<file path="src/rtl/div_sched_if.sv">
// Bundle of the divide scheduler's request, divider and writeback signals.
// master = surrounding pipeline (issue stage, divider, writeback arbiter).
// slave  = div_sched itself.
interface div_sched_if #(
  parameter int W      = 64,
  parameter int LG_ROB = 6,
  parameter int LG_PRF = 7
);
  // pipeline control
  logic              flush;
  // request side
  logic              req_valid;
  logic              req_ready;
  logic [W-1:0]      req_a;
  logic [W-1:0]      req_b;
  logic [LG_ROB-1:0] req_rob;
  logic [LG_PRF-1:0] req_prf;
  logic              req_signed;
  logic              req_rem;
  logic              req_w;
  // launch to divider
  logic              div_start;
  logic [W-1:0]      div_a;
  logic [W-1:0]      div_b;
  logic [LG_ROB-1:0] div_rob;
  logic [LG_PRF-1:0] div_prf;
  logic              div_signed;
  logic              div_rem;
  logic              div_w;
  // divider status / result
  logic              div_ready;
  logic              div_complete;
  logic [W-1:0]      div_y;
  logic [LG_ROB-1:0] div_rob_out;
  logic [LG_PRF-1:0] div_prf_out;
  // writeback port
  logic              wb_slot_used;
  logic              wb_valid;
  logic [W-1:0]      wb_data;
  logic [LG_ROB-1:0] wb_rob;
  logic [LG_PRF-1:0] wb_prf;
  logic              busy;

  modport master (
    output flush, req_valid, req_a, req_b, req_rob, req_prf, req_signed, req_rem, req_w,
    output div_ready, div_complete, div_y, div_rob_out, div_prf_out, wb_slot_used,
    input  req_ready, div_start, div_a, div_b, div_rob, div_prf, div_signed, div_rem, div_w,
    input  wb_valid, wb_data, wb_rob, wb_prf, busy
  );

  modport slave (
    input  flush, req_valid, req_a, req_b, req_rob, req_prf, req_signed, req_rem, req_w,
    input  div_ready, div_complete, div_y, div_rob_out, div_prf_out, wb_slot_used,
    output req_ready, div_start, div_a, div_b, div_rob, div_prf, div_signed, div_rem, div_w,
    output wb_valid, wb_data, wb_rob, wb_prf, busy
  );
endinterface

</file>
<file path="src/rtl/div_sched.sv">
// Issue scheduler for the shared iterative divider: 4-deep in-order queue, one divide in flight, one buffered result.
// Latency: push->launch 1 cycle when idle; div_complete->wb_valid 1 cycle minimum (zero-divisor bypass: pop->wb_valid 1 cycle).
// Backpressure: req_ready drops when the queue is full; issue stalls while a result waits on a busy writeback port.
// Optional macro DIV_SCHED_ZERO_BYPASS_EN: resolve divide-by-zero locally instead of sending it to the divider.
module div_sched #(
  parameter int W        = 64,
  parameter int LG_DEPTH = 2,
  parameter int LG_ROB   = 6,
  parameter int LG_PRF   = 7
) (
  input logic       clk,
  input logic       reset,
  div_sched_if.slave bus
);
  localparam int DEPTH = 1 << LG_DEPTH;

  typedef struct packed {
    logic [W-1:0]      a;
    logic [W-1:0]      b;
    logic [LG_ROB-1:0] rob;
    logic [LG_PRF-1:0] prf;
    logic              sgn;
    logic              rem;
    logic              w;
  } entry_t;

  typedef enum logic [0:0] {IDLE, WAIT} state_t;

  entry_t            q_mem [DEPTH];
  entry_t            head;
  entry_t            new_entry;
  logic [LG_DEPTH:0] wr_ptr_q, wr_ptr_d;
  logic [LG_DEPTH:0] rd_ptr_q, rd_ptr_d;
  state_t            state_q;
  logic              drop_q;
  logic              res_valid_q;
  logic [W-1:0]      res_data_q;
  logic [LG_ROB-1:0] res_rob_q;
  logic [LG_PRF-1:0] res_prf_q;

  logic              empty, full, push, pop, issue_ok, launch, bypass;
  logic              head_b_zero, wb_fire;
  logic [W-1:0]      byp_data;

  // Pointers carry an extra wrap bit so full and empty are distinguishable.
  assign empty = (wr_ptr_q == rd_ptr_q);
  assign full  = (wr_ptr_q[LG_DEPTH] != rd_ptr_q[LG_DEPTH]) &&
                 (wr_ptr_q[LG_DEPTH-1:0] == rd_ptr_q[LG_DEPTH-1:0]);
  assign head  = q_mem[rd_ptr_q[LG_DEPTH-1:0]];

  assign new_entry = '{a: bus.req_a, b: bus.req_b, rob: bus.req_rob, prf: bus.req_prf,
                       sgn: bus.req_signed, rem: bus.req_rem, w: bus.req_w};

  // A flushed cycle never accepts a request, even though req_ready may be high.
  assign push     = bus.req_valid && !full && !bus.flush;
  assign issue_ok = (state_q == IDLE) && !empty && !res_valid_q && !bus.flush;

`ifdef DIV_SCHED_ZERO_BYPASS_EN
  // Word ops only look at the low 32 bits of the divisor.
  assign head_b_zero = head.w ? (head.b[31:0] == 32'd0) : (head.b == '0);
  assign bypass      = issue_ok && head_b_zero;

  // RISC-V divide-by-zero: quotient is all ones, remainder is the dividend (word ops sign-extend bit 31).
  always_comb begin
    byp_data = '1;
    if (head.rem) begin
      byp_data = head.w ? {{(W-32){head.a[31]}}, head.a[31:0]} : head.a;
    end
  end
`else
  assign head_b_zero = 1'b0;
  assign bypass      = 1'b0;
  assign byp_data    = '0;
`endif

  assign launch  = issue_ok && !head_b_zero && bus.div_ready;
  assign pop     = launch || bypass;
  assign wb_fire = res_valid_q && !bus.wb_slot_used;

  // Next queue pointers; flush empties the queue outright.
  always_comb begin
    wr_ptr_d = wr_ptr_q;
    rd_ptr_d = rd_ptr_q;
    if (bus.flush) begin
      wr_ptr_d = '0;
      rd_ptr_d = '0;
    end else begin
      if (push) wr_ptr_d = wr_ptr_q + (LG_DEPTH+1)'(1);
      if (pop)  rd_ptr_d = rd_ptr_q + (LG_DEPTH+1)'(1);
    end
  end

  // Queue pointer registers.
  always_ff @(posedge clk) begin
    if (reset) begin
      wr_ptr_q <= '0;
      rd_ptr_q <= '0;
    end else begin
      wr_ptr_q <= wr_ptr_d;
      rd_ptr_q <= rd_ptr_d;
    end
  end

  // Queue storage; contents are don't-care until the write pointer covers them.
  always_ff @(posedge clk) begin
    if (push) q_mem[wr_ptr_q[LG_DEPTH-1:0]] <= new_entry;
  end

  // Launch/wait FSM plus drop flag and the single-entry result buffer.
  always_ff @(posedge clk) begin
    if (reset) begin
      state_q     <= IDLE;
      drop_q      <= 1'b0;
      res_valid_q <= 1'b0;
      res_data_q  <= '0;
      res_rob_q   <= '0;
      res_prf_q   <= '0;
    end else begin
      case (state_q)
        IDLE: begin
          if (launch) state_q <= WAIT;
        end
        WAIT: begin
          if (bus.div_complete) begin
            state_q <= IDLE;
            drop_q  <= 1'b0;
          end else if (bus.flush) begin
            // The in-flight divide cannot be aborted; remember to swallow its result.
            drop_q <= 1'b1;
          end
        end
        default: state_q <= IDLE;
      endcase

      if (bus.flush) begin
        res_valid_q <= 1'b0;
      end else if ((state_q == WAIT) && bus.div_complete && !drop_q) begin
        res_valid_q <= 1'b1;
        res_data_q  <= bus.div_y;
        res_rob_q   <= bus.div_rob_out;
        res_prf_q   <= bus.div_prf_out;
      end else if (bypass) begin
        res_valid_q <= 1'b1;
        res_data_q  <= byp_data;
        res_rob_q   <= head.rob;
        res_prf_q   <= head.prf;
      end else if (wb_fire) begin
        res_valid_q <= 1'b0;
      end
    end
  end

  assign bus.req_ready  = !full;

  // Divider operands are only driven during the launch pulse, zero otherwise.
  assign bus.div_start  = launch;
  assign bus.div_a      = launch ? head.a   : '0;
  assign bus.div_b      = launch ? head.b   : '0;
  assign bus.div_rob    = launch ? head.rob : '0;
  assign bus.div_prf    = launch ? head.prf : '0;
  assign bus.div_signed = launch && head.sgn;
  assign bus.div_rem    = launch && head.rem;
  assign bus.div_w      = launch && head.w;

  assign bus.wb_valid   = wb_fire;
  assign bus.wb_data    = res_data_q;
  assign bus.wb_rob     = res_rob_q;
  assign bus.wb_prf     = res_prf_q;

  assign bus.busy       = !empty || (state_q == WAIT) || res_valid_q;
endmodule
</file>
<file path="src/flat_wrapper.sv">
// flat-port wrapper written by rule: the top's interface ports become plain ports
module div_sched_flat 
#(
  parameter int W        = 64,
  parameter int LG_DEPTH = 2,
  parameter int LG_ROB   = 6,
  parameter int LG_PRF   = 7
)
  (clk, reset, bus_flush, bus_req_valid, bus_req_a, bus_req_b, bus_req_rob, bus_req_prf, bus_req_signed, bus_req_rem, bus_req_w, bus_div_ready, bus_div_complete, bus_div_y, bus_div_rob_out, bus_div_prf_out, bus_wb_slot_used, bus_req_ready, bus_div_start, bus_div_a, bus_div_b, bus_div_rob, bus_div_prf, bus_div_signed, bus_div_rem, bus_div_w, bus_wb_valid, bus_wb_data, bus_wb_rob, bus_wb_prf, bus_busy);
  div_sched_if #(.W(W), .LG_ROB(LG_ROB), .LG_PRF(LG_PRF)) bus_i ();
  input logic clk;
  input logic reset;
  input wire logic [$bits(bus_i.flush)-1:0] bus_flush;
  input wire logic [$bits(bus_i.req_valid)-1:0] bus_req_valid;
  input wire logic [$bits(bus_i.req_a)-1:0] bus_req_a;
  input wire logic [$bits(bus_i.req_b)-1:0] bus_req_b;
  input wire logic [$bits(bus_i.req_rob)-1:0] bus_req_rob;
  input wire logic [$bits(bus_i.req_prf)-1:0] bus_req_prf;
  input wire logic [$bits(bus_i.req_signed)-1:0] bus_req_signed;
  input wire logic [$bits(bus_i.req_rem)-1:0] bus_req_rem;
  input wire logic [$bits(bus_i.req_w)-1:0] bus_req_w;
  input wire logic [$bits(bus_i.div_ready)-1:0] bus_div_ready;
  input wire logic [$bits(bus_i.div_complete)-1:0] bus_div_complete;
  input wire logic [$bits(bus_i.div_y)-1:0] bus_div_y;
  input wire logic [$bits(bus_i.div_rob_out)-1:0] bus_div_rob_out;
  input wire logic [$bits(bus_i.div_prf_out)-1:0] bus_div_prf_out;
  input wire logic [$bits(bus_i.wb_slot_used)-1:0] bus_wb_slot_used;
  output wire logic [$bits(bus_i.req_ready)-1:0] bus_req_ready;
  output wire logic [$bits(bus_i.div_start)-1:0] bus_div_start;
  output wire logic [$bits(bus_i.div_a)-1:0] bus_div_a;
  output wire logic [$bits(bus_i.div_b)-1:0] bus_div_b;
  output wire logic [$bits(bus_i.div_rob)-1:0] bus_div_rob;
  output wire logic [$bits(bus_i.div_prf)-1:0] bus_div_prf;
  output wire logic [$bits(bus_i.div_signed)-1:0] bus_div_signed;
  output wire logic [$bits(bus_i.div_rem)-1:0] bus_div_rem;
  output wire logic [$bits(bus_i.div_w)-1:0] bus_div_w;
  output wire logic [$bits(bus_i.wb_valid)-1:0] bus_wb_valid;
  output wire logic [$bits(bus_i.wb_data)-1:0] bus_wb_data;
  output wire logic [$bits(bus_i.wb_rob)-1:0] bus_wb_rob;
  output wire logic [$bits(bus_i.wb_prf)-1:0] bus_wb_prf;
  output wire logic [$bits(bus_i.busy)-1:0] bus_busy;
  assign bus_i.flush = bus_flush;
  assign bus_i.req_valid = bus_req_valid;
  assign bus_i.req_a = bus_req_a;
  assign bus_i.req_b = bus_req_b;
  assign bus_i.req_rob = bus_req_rob;
  assign bus_i.req_prf = bus_req_prf;
  assign bus_i.req_signed = bus_req_signed;
  assign bus_i.req_rem = bus_req_rem;
  assign bus_i.req_w = bus_req_w;
  assign bus_i.div_ready = bus_div_ready;
  assign bus_i.div_complete = bus_div_complete;
  assign bus_i.div_y = bus_div_y;
  assign bus_i.div_rob_out = bus_div_rob_out;
  assign bus_i.div_prf_out = bus_div_prf_out;
  assign bus_i.wb_slot_used = bus_wb_slot_used;
  assign bus_req_ready = bus_i.req_ready;
  assign bus_div_start = bus_i.div_start;
  assign bus_div_a = bus_i.div_a;
  assign bus_div_b = bus_i.div_b;
  assign bus_div_rob = bus_i.div_rob;
  assign bus_div_prf = bus_i.div_prf;
  assign bus_div_signed = bus_i.div_signed;
  assign bus_div_rem = bus_i.div_rem;
  assign bus_div_w = bus_i.div_w;
  assign bus_wb_valid = bus_i.wb_valid;
  assign bus_wb_data = bus_i.wb_data;
  assign bus_wb_rob = bus_i.wb_rob;
  assign bus_wb_prf = bus_i.wb_prf;
  assign bus_busy = bus_i.busy;
  div_sched #(.W(W), .LG_DEPTH(LG_DEPTH), .LG_ROB(LG_ROB), .LG_PRF(LG_PRF)) u_core (.clk(clk), .reset(reset), .bus(bus_i));
endmodule
</file>
<file path="config.mk">
export PLATFORM = sky130hd
export DESIGN_NAME = div_sched_flat
export DESIGN_NICKNAME = d
export VERILOG_FILES = /design/src/rtl/div_sched_if.sv /design/src/rtl/div_sched.sv /design/src/flat_wrapper.sv
export SDC_FILE = /design/constraint.sdc
export NUM_CORES = 1
export LEC_CHECK = 0
export CORE_ASPECT_RATIO = 0.7
export CORE_MARGIN = 10
export CORE_UTILIZATION = 45
export DETAILED_ROUTE_END_ITERATION = 10
export GPL_TIMING_DRIVEN = 1
export HOLD_SLACK_MARGIN = 0.15
export PLACE_DENSITY_LB_ADDON = 0.25
export REMOVE_ABC_BUFFERS = 1
export SLEW_MARGIN = 20
export SYNTH_ARGS = -nofsm -noshare
export SYNTH_HDL_FRONTEND = slang
export SYNTH_SLANG_ARGS = --single-unit
</file>
<file path="constraint.sdc">
create_clock -name clk -period 31.3 [get_ports clk]
set_input_delay 6.26 -clock clk [delete_from_list [all_inputs] [get_ports clk]]
set_output_delay 6.26 -clock clk [all_outputs]
set_load 0.005 [all_outputs]
</file>
---- Word-level counts from Yosys, hierarchy flattened ----
Memory sizes are Yosys's and may differ from the RTL's. A register that Yosys moved wholly into a read port is not among the register bits.
Cells that the tools add are included.
W data, S select, Z words.
operators by class
  reduce and logical (&&, ||, !) cells .... 26
  bitwise gates (word level) .............. 2
  equal/unequal tests ..................... 3
  muxes and demuxes ....................... 15
  add/sub/neg operators ................... 2
operators by type and width
  operator               count
  $mux W64               2
  $logic_and A1 B1 Y1    13
  $mux W1                8
  $mux W7                1
  $add A3 B1 Y3 const B  2
  $logic_not A1 Y1       6
  $mux W6                1
  $mux W2                2
  $reduce_and A2 Y1      2
  $reduce_bool A2 Y1     2
  $eq A3 B3 Y1           1
  $eq A2 B2 Y1           1
  $logic_or A1 B1 Y1     2
  $not A1 Y1             2
  $pmux W1 S2            1
  $reduce_or A2 Y1       1
  $ne A1 B1 Y1           1
word-level totals
  memories kept ........................... 1
  word-level logic and storage cells ...... 57
  memory bits (writable) .................. 576
  bits in registers ....................... 86
  input bits .............................. 228
  output and inout port bits .............. 225
memories
  memory        depth  width  rd ports  clocked after Yosys merged registers in  wr ports  line             source
  u_core.q_mem  4      144    1         1                                        1         div_sched.sv:29  entry_t q_mem [DEPTH];

---- Longest topological paths before layout ----
  depth after elaboration ................. 8
  gate-level depth with buffers ........... 7
  gate-level depth less buffers ........... 4

---- Least setup slack after synthesis ----
No wires, ideal clock.
  path type ............................... input port to flip-flop
  start ................................... input bus_flush
  end ..................................... memory u_core.q_mem[3][0] (netlist name), enable pin
  buffers on the path ..................... 0
  stages on the path ...................... 2
  data required time ...................... 30.605 ns
  library setup time ...................... 0.695 ns
  slack ................................... 17.202 ns
  arrival ................................. 13.403 ns
  path through ............................ nand3b_1 a21oi_1
on the way
  word-level cells in the longest chain between the ends .. 4
RTL lines
  item                           line                source
  from (decl)                    flat_wrapper.sv:13  input wire logic [$bits(bus_i.flush)-1:0] bus_flush;
  $logic_not A1 Y1               div_sched.sv:55     assign push = bus.req_valid && !full && !bus.flush;
  $logic_and A1 B1 Y1            div_sched.sv:55
  $mux W1                        div_sched.sv:106    if (push) q_mem[wr_ptr_q[LG_DEPTH-1:0]] <= new_entry;
  $mux W1 (implied by the code)  div_sched.sv:106
  to (decl)                      div_sched.sv:29
Every way passes these cells.

---- Final worst setup path ----
  start ................................... input bus_flush
  end ..................................... output bus_div_b[36]
on the way
  word-level cells in the longest chain between the ends .. 4
RTL lines
  item                 line                source
  $logic_not A1 Y1     div_sched.sv:56     assign issue_ok = (state_q == IDLE) && !empty && !res_valid_q && !bus.flush;
  $logic_and A1 B1 Y1  div_sched.sv:56
  $logic_and A1 B1 Y1  div_sched.sv:76     assign launch = issue_ok && !head_b_zero && bus.div_ready;
  $mux W64             div_sched.sv:158    assign bus.div_b = launch ? head.b : '0;
  to (decl)            flat_wrapper.sv:31  output wire logic [$bits(bus_i.div_b)-1:0] bus_div_b;
Every way passes these cells.

==> impl_results.md <==
* Status: finished, final reports clean
* RSZ-0062 raised after global routing: false
* Initial Util at 45.4%
* Dpl cell area at 30200 um^2
* Postcts setup bufs at 0
* Vias post-DR at 13100
* Dominant synthesized flop cell: edfxtp_1
* Share of cells above drive strength 1 at 14.0%
* P&R area growth vs syn at 28.6%
* Worst path top cell family by delay: buffers and inverters
* Ys async rst share at 0%
* Critical Path RT at 25.04 ns
* CP max-delay cell: clkdlybuf4s50_1
* Met3 wire length at 4.06 mm
* Flop-to-flop setup slack at 28.14 ns
* TritonCTS Buffers at 61
* Most frequent cell after synthesis: edfxtp_1
* Clk slew on worst S/H paths at 0.06 ns
* Seq cells post-synth at 664
* First-pass DRT Iterations at 6
* Synth warnings at 0
* Design Area, Final at 32100 um^2
* Die width at 302 um
* Post-synthesis mux area share at 13.1%
* GR Overflow Total at 0
* Final min period at 15.22 ns
* Final Hold Fails at 0
* Hold-fix buffers, CTS at 0
* Slew Limit Headroom at 32.6%
* Count of endpoints failing setup in the final report at 0
* Leading area contributor after synthesis: edfxtp_1
* Final wirelength at 59.2 mm
* Synth Area in XOR/XNOR at 0.246%
* H-tree depth at 2
* Worst skew pair latency at 0.61 ns
* Worst-Margin Slew at 1.01 ns
* Vias in the first global route at 13600
* Post-synthesis instance area at 25000 um^2
* Final net count at 2004
* Leak pwr at 9.90 nW
* Port bufs at 452
* Compound-Gate Fraction of Synth Area at 1.83%
* TNS Setup at 0 ns
* CP startpoint kind: input pin
* PostCTS Resize Cnt at 0
* Yosys top cell area share at 69.3%
* Die Height at 217 um
* Vias per cell at 5.12
* CP Capture Type: output port
* Mapped Avg Cell Area at 19.0 um^2
* CP Max Fanout at 82
* Critical Path Max Stage Delay at 0.59 ns
* Simple-gate share of the synthesized area at 6.53%
* Register area share after synthesis at 76.3%
* Area contributors post-synth: edfxtp_1 (69%), mux4_2 (13%), dfxtp_1 (7.1%), nor2b_1 (3.6%), nand2_1 (2.4%)
* Dpl hpwl at 38.2 mm
* Synth cell count leaders: edfxtp_1 (576), nand2_1 (159), nor2b_1 (145)
* Worst-path cell chain: clkdlybuf4s50_1 -> nor4b_2 -> o31ai_4 -> buf_4 -> nor2b_1 -> clkdlybuf4s50_1
* CTS tree: built
* Gpl congestion at 0.801
* Unique cell type count in the Yosys netlist at 29
* Max-cap violation count at 0
* Largest net degree at the start of global routing at 145
* # fillers at 4121
* Std-Cell Rows at 72
* Core area at 55000 um^2
* Ports at 453
* Clk buf depth at 3
* Post-DRT Antenna Nets at 0
* Initial DRC Count at 981
* Global Route Usage Sum at 17.6%
* Post-Synth Adder-Cell Area at 0.251%
* Wirelength per Cell at 23.1 um
* First-pass GRT wire length at 87.7 mm
* Fin. max-slew vios at 0
* Max VDD drop at 0.0000456 V
* DIE AREA at 65500 um^2
* Met2 Routed Length at 29.4 mm
* Wl on met1 at 24.7 mm
* EDFF count, synth at 576
* Final critical-path share of the clock period at 48.6%
* Drt drc at 0
* CP Buf/Inv Count at 3
* Skew final at 0.0236 ns
* Most frequent CP cell: clkdlybuf4s50_1
* P per Cell Area at 54.9 nW/um^2
* Fmax at 65.7 MHz
* Max Used Layer: met5
* Initial antenna violation count at 9
* Number of clock sinks at 664
* Mapped Cells at 1314
* Main combinational cell family by area after synthesis: multiplexers
* WP data arrival at 8.96 ns
* Clock root cell: clkbuf_16
* Hold Crit Class: register to register
* Setup CP Type: input pin to output port
sequential cells by signal, summed over array words and instances (netlist names), named ones only:
register / cells
u_core.wr_ptr_q: 3
u_core.bus.wb_data: 64
u_core.q_mem: 576
u_core.bus.wb_rob: 6
u_core.res_valid_q: 1
u_core.rd_ptr_q: 3
u_core.drop_q: 1
u_core.bus.wb_prf: 7
u_core.state_q: 1
worst reg2reg max path, delay by kind of cell, from the launching register on:
family	cells	cell delay [ns]
xor+xnor	1	0.19
buf+inv	1	0.79
flops	1	0.47
simple gates	1	0.63
compound gates	1	0.56
metrics by stage:
stage	power (W)	hold WS, ns	utilization [%]	worst slack [ns]	cells
floorplan	0.00102	0.447	-	16.87	1239
global placement	0.00106	0.442	54.8	16.19	2448
detailed placement	0.00106	0.446	54.8	16.14	2448
CTS	0.00178	0.455	58.3	16.13	2561
global route	0.00183	0.468	58.3	15.93	2561
finish	0.00176	0.454	58.4	16.08	2565
placed cells by master (no fill, tap or decap), types with 2 or more instances in the layout:
master	n
xor2_1	4
clkinv_2	8
bufinv_16	5
inv_1	4
clkbuf_1	21
and2_4	3
nor2_1	8
buf_4	16
clkinvlp_4	3
nand2_1	159
xnor2_1	3
clkdlybuf4s50_1	451
nor2b_1	145
dfxtp_4	2
dfxtp_1	86
mux4_2	144
a21oi_1	82
diode_2	4
or3_1	2
ha_1	5
mux2i_1	3
inv_6	2
edfxtp_1	576
clkbuf_16	63
clkinv_1	11
routing by layer:
metal	vias to the layer above	GRT usage, %
met5	-	0
met4	14	3.97
met3	78	4.72
met2	377	28.5
met1	6660	23.6
li1	5998	-
cells by family after synthesis:
| family | count (synthesis) |
|---|---|
| flip-flops | 664 |
| AND/OR/NAND/NOR | 325 |
| multiplexers | 147 |
| AO/OA/AOI/OAI | 87 |
| buffers and inverters | 79 |
| XOR/XNOR | 7 |
| adder cells (fa/ha/maj) | 5 |
path summary, 6_finish.rpt:
path                          startpoint                endpoint  depth (start not counted)
hold reg to reg   u_core.bus.wb_data[45]  u_core.bus.wb_data[45]                          2
setup reg to reg      u_core.wr_ptr_q[0]    u_core.q_mem[2][109]                          4
setup / recovery               bus_flush           bus_div_b[36]                          6
hold / removal    u_core.bus.wb_data[45]  u_core.bus.wb_data[45]                          2
cell type report:
type	instances	area, um^2	area share, %
clock buffers	84	1660	5.15
well taps	740	926	2.88
inverters	4	15.0	0.0467
flip-flops and latches	664	19100	59.4
diodes	4	10.0	0.0312
clock inverters	29	272	0.845
repair buffers	469	4660	14.5
multi-input cells	571	5520	17.2
where the power goes:
| part | leakage [nW] | switching (W) | total (W) | internal [W] |
|---|---|---|---|---|
| Combinational | 3.03 | 0.0000277 | 0.0000683 | 0.0000406 |
| Clock | 0.930 | 0.000310 | 0.000719 | 0.000410 |
| Sequential | 5.94 | 0.00000268 | 0.000976 | 0.000973 |
No activity file was read; power rests on OpenSTA's default activity.
